## src/rtl/ram_reader.sv

```systemverilog
// ram_reader: sweeps a one-bit-wide LUT RAM from address 0 upwards and
// reassembles IO_WIDTH consecutive bits (MSB first) into words. Each completed
// word is registered on out, compared with the expected input, and mismatches
// are counted (saturating). The block never writes the RAM.
// IO_WIDTH must divide 2**ADDR_WIDTH, so that the last address of the sweep is
// also the last bit of a word.
module ram_reader #(
  parameter int IO_WIDTH   = 16,
  parameter int ADDR_WIDTH = 6
) (
  input  logic                  clk,
  input  logic                  rst,
  input  logic                  start,
  output logic [ADDR_WIDTH-1:0] addr,
  input  logic                  ram_out,
  input  logic [IO_WIDTH-1:0]   expected,
  output logic [IO_WIDTH-1:0]   out,
  output logic                  out_valid,
  output logic                  busy,
  output logic                  done,
  output logic [7:0]            mismatch_count
);

  // A one-bit word still needs a one-bit counter that stays at zero.
  localparam int BW = (IO_WIDTH > 1) ? $clog2(IO_WIDTH) : 1;

  typedef enum logic [1:0] {
    IDLE,
    SWEEP,
    DONE
  } state_t;

  state_t              state;
  state_t              next_state;
  logic [IO_WIDTH-1:0] shreg;
  logic [IO_WIDTH-1:0] word_next;
  logic [BW-1:0]       bit_cnt;
  logic                word_last;
  logic                addr_last;

  // Shifting in from the LSB side, written so that IO_WIDTH = 1 stays legal.
  assign word_next = (shreg << 1) | IO_WIDTH'(ram_out);
  assign word_last = (bit_cnt == BW'(IO_WIDTH - 1));
  assign addr_last = (addr == {ADDR_WIDTH{1'b1}});
  assign busy      = (state == SWEEP);
  assign done      = (state == DONE);

  // State register; reset always returns to IDLE, overriding any start.
  always_ff @(posedge clk) begin
    if (rst) state <= IDLE;
    else     state <= next_state;
  end

  // Next-state logic: start only matters in IDLE, DONE lasts exactly one cycle.
  always_comb begin
    next_state = state;
    case (state)
      IDLE:    if (start) next_state = SWEEP;
      SWEEP:   if (addr_last) next_state = DONE;
      DONE:    next_state = IDLE;
      default: next_state = IDLE;
    endcase
  end

  // Datapath: address sweep, bit shifting, word output and mismatch counting.
  always_ff @(posedge clk) begin
    if (rst) begin
      addr           <= '0;
      shreg          <= '0;
      bit_cnt        <= '0;
      out            <= '0;
      out_valid      <= 1'b0;
      mismatch_count <= '0;
    end else begin
      out_valid <= 1'b0;
      case (state)
        IDLE: begin
          addr <= '0;
          if (start) begin
            shreg          <= '0;
            bit_cnt        <= '0;
            mismatch_count <= '0;
          end
        end
        SWEEP: begin
          addr  <= addr + ADDR_WIDTH'(1);
          shreg <= word_next;
          if (word_last) begin
            bit_cnt   <= '0;
            out       <= word_next;
            out_valid <= 1'b1;
            if ((word_next != expected) && (mismatch_count != 8'hFF))
              mismatch_count <= mismatch_count + 8'd1;
          end else begin
            bit_cnt <= bit_cnt + BW'(1);
          end
        end
        DONE: begin
          addr <= '0;
        end
        default: begin
          addr <= '0;
        end
      endcase
    end
  end

endmodule

```

## config.mk

```make
export PLATFORM = sky130hd
export DESIGN_NAME = ram_reader
export DESIGN_NICKNAME = d
export VERILOG_FILES = /design/src/rtl/ram_reader.sv
export SDC_FILE = /design/constraint.sdc
export NUM_CORES = 1
export LEC_CHECK = 0
export CORE_UTILIZATION = 45
export CTS_BUF_LIST = sky130_fd_sc_hd__clkbuf_8 sky130_fd_sc_hd__clkbuf_16
export CTS_CLUSTER_DIAMETER = 150
export DETAILED_ROUTE_END_ITERATION = 10
export PLACE_DENSITY = 0.81
export SKIP_LAST_GASP = 1
export SYNTH_ARGS = -nofsm -noshare
export SYNTH_HDL_FRONTEND = slang
export SYNTH_SLANG_ARGS = --single-unit
```

## constraint.sdc

```tcl
create_clock -name clk -period 3.45 [get_ports clk]
set_clock_uncertainty 0.2 [all_clocks]
set_input_delay 1.035 -clock clk [delete_from_list [all_inputs] [get_ports clk]]
set_output_delay 1.035 -clock clk [all_outputs]
set_load 0.005 [all_outputs]
```

==> reports/metrics.csv <==
stage,metric,value,unit
status,run_status,finished clean,
sta,hold_violations,0,
clock_tree,cts.repair.resized,0,
sta,worst_slew_pin_slew,697,ps
power,power_frac_seq,58.7,%
worst_setup_path,kind_of_launch_point_of_the_worst_setup_path,flip-flop,
sta,relSlewSlack,53.5,%
power,powerDensity,365,nW/um2
placed_design,placed_standard_cell_area,2750,um2
power,ir_worst_vdd,179,uV
sta,timing.final.crit_share,79.5,%
placed_design,placed_cells_incl_taps,332,
worst_setup_path,critPathCaptureType,primary output,
floorplanning,die-area,5140,um2
worst_setup_path,worst-setup-path-type,reg -> out,
synth,synth_top_cells_by_area,"sky130_fd_sc_hd__dfxtp_1 (48%), sky130_fd_sc_hd__a22o_1 (6.8%), sky130_fd_sc_hd__nand2_1 (6.7%)",
power,power.share.clock,34.4,%
detailed_routing,drt-total-wl,4860,um
synth,synth_top_area_share,47.7,%
placed_design,total_of_buffers_placed_on_input_and_output_ports,52,
floorplanning,num_io_pins,53,
global_route,globalRouteOverflowTotal,0,
global_route,grt_first_pass_wirelength,7950,um
global_route,grt_use_total,20.0,%
synth,mappedNetlistArea,2180,um2
final_layout,ff_latch_area,1040,um2
hold_path,worstHoldPathType,reg -> reg,
floorplanning,placement_rows,24,
detailed_routing,vias_per_cell,5.47,
sta,totalNegativeSetupSlack,0,ps
power,switching_share,23.9,%
hold_path,hold_path.startpoint,out[3],
sta,finalHoldWorstSlack,257,ps
sta,setup_repair_after_global_routing_missed_its_margin,false,
synth,post_synth.cell_area_avg,9.34,um2
global_route,antenna_found_initial,0,
clock_tree,cts_tree,done,
power,cellInternalPower,0.787,mW
floorplanning,start_util,48.5,%
final_layout,area_delta_synth_final,30.0,%
sta,final-max-slew-violation-count,0,
worst_setup_path,rr_startpoint,state[0],
placed_design,gp_routability_congestion,0.808,
final_layout,diode_count,0,
power,combinationalPowerShare,6.9,%
placed_design,placement.setup.worst_slack,526,ps
worst_setup_path,crit_family,buffers and inverters,
worst_setup_path,critical_path.cell_chain,"nand2b_1, inv_2, clkdlybuf4s50_1",
final_layout,final_design_area_no_fill,2840,um2
power,switchingPower,0.248,mW
power,total_power,1.04,mW
detailed_routing,dr_vias,1860,
final_layout,finalNetCount,310,
clock_tree,cts_buf_count,5,
global_route,number_of_global_route_vias_before_repair,1688,
clock_tree,ctsLongestPathBuffers,2,
floorplanning,dieHeight,71.7,um
final_layout,drive_above_1_share,8.68,%
worst_setup_path,critPathBufInv,2,
worst_setup_path,worst-endpoint-arrival,1510,ps
worst_setup_path,critical-path-max-stage-delay,500,ps
final_layout,multiInputGateArea,1070,um2
synth,synthArstFlopShare,0,%
synth,synth_edf_count,0,
final_layout,layout.cells.non_filler,340,
clock_tree,clock_net_sink_count,52,
synth,synth.yosys.warnings,0,
worst_setup_path,worstSetupStartpoint,state[0],
sta,fmax,0.364,GHz
run,maxCapViolations,0,
sta,layout_setup_ws,706,ps
detailed_routing,remaining_routing_drc_violations,0,
detailed_routing,initialDrtViolationCount,142,
clock_tree,clk_latency,310,ps
synth,netlist_instances,234,
synth,postSynthRegisterBits,52,
detailed_routing,drt_pre_antenna_iters,4,
sta,finalWorstPathRequiredPeriod,2740,ps
detailed_routing,routed_wire_per_std_cell,14.3,um
placed_design,place.detailed.hpwl,3460,um
power,static-leakage-power,1.00,nW
synth,postSynth.topFlopCell,sky130_fd_sc_hd__dfxtp_1,
clock_tree,cts_hold_buffers,0,
worst_setup_path,cp_slowest_cell,sky130_fd_sc_hd__clkdlybuf4s50_1,
floorplanning,die_w,71.7,um
clock_tree,cts.reportedPaths.clkPinSlew,100,ps
synth,synth_area_leader_cell,sky130_fd_sc_hd__dfxtp_1,
synth,synth-seq-area-share,47.7,%
clock_tree,cts_setup_buffers,0,
floorplanning,core_area,4500,um2
worst_setup_path,cp_max_fo,6,
final_layout,fillerInstances,381,
clock_tree,ctsRootBufferMaster,sky130_fd_sc_hd__clkbuf_8,
detailed_routing,postRouteAntennaNets,0,
global_route,grt_start_max_net_pins,26,
worst_setup_path,cp_data_required_time,2210,ps
synth,synth.distinct_cells,39,
synth,mappedNetlistNets,257,
final_layout,postLayoutCoreUtil,63.0,%
clock_tree,ctsHtreeMaxLevel,2,
sta,setup_violations,0,
[registers in the layout (all words and copies together) (netlist names)]
name,cells
state,2
addr,6
out_valid,1
bit_cnt,4
shreg,15
out,16
mismatch_count,8
[cells by family after synthesis]
| kind of cell | after synthesis | share of synthesized area (%) |
|---|---|---|
| flops | 52 | 47.7 |
| xor+xnor | 20 | 8.36 |
| compound gates | 53 | 17.5 |
| mux | 3 | 1.43 |
| buf+inv | 13 | 3.21 |
| fa+ha+maj | 3 | 1.72 |
| simple gates | 90 | 20.1 |
[power groups by stage]
stage | clock [mW] | combinational (mW) | sequential [mW]
floorplan | 0 | 0.0359 | 0.621
global placement | 0 | 0.0695 | 0.622
detailed placement | 0 | 0.0711 | 0.622
CTS | 0.354 | 0.0714 | 0.608
global route | 0.385 | 0.0773 | 0.609
finish | 0.356 | 0.0713 | 0.608
[worst paths after layout]
check                    end  slack, ps  depth (start not counted)
setup / recovery        busy        710                          3
hold reg to reg       out[3]        260                          2
hold / removal        out[3]        260                          2
setup reg to reg  bit_cnt[3]       1460                          6
[cell usage in the layout (no fill, tap or decap), types with 9 or more instances in the layout]
| cell type | count |
|---|---|
| sky130_fd_sc_hd__nand2_1 | 39 |
| sky130_fd_sc_hd__dfxtp_1 | 52 |
| sky130_fd_sc_hd__nand3_1 | 9 |
| sky130_fd_sc_hd__a21oi_1 | 17 |
| sky130_fd_sc_hd__clkdlybuf4s50_1 | 52 |
| sky130_fd_sc_hd__nor2_1 | 10 |
| sky130_fd_sc_hd__a22o_1 | 17 |
| sky130_fd_sc_hd__xnor2_1 | 16 |
[final cells by class]
cell class	instances	area share (%)
sequential	52	36.7
clock buffer	5	2.42
inverter	1	0.132
multi-input combinational	169	37.8
timing repair buffer	58	19.9
tap	52	2.29
clock inverter	3	0.749
[synthesized netlist by cell type, drive strengths merged, types with 4 or more instances]
cell	count
and2	4
nand2b	4
and3	6
xnor2	17
nand2	39
nor4	4
nand3	9
a22o	19
o31ai	4
buf	9
a21oi	17
nor2	13
nand4	6
dfxtp	52
[worst reg2reg max path, delay by kind of cell (launching register included)]
family / cells / cell delay, ps
AOI/OAI and AO/OA: 2 / 140
and+or+nand+nor: 3 / 870
DFF: 1 / 420
buffers and inverters: 1 / 280
[layer usage]
metal	global-route usage, %	share of wire (%)	vias to the layer above
li1	-	-	935
met1	24.7	46	878
met2	32.7	49	38
met3	5.34	2.8	9
met4	9.15	2.2	0
met5	0	0	-
Note: power is estimated with default switching activity, not from simulation.
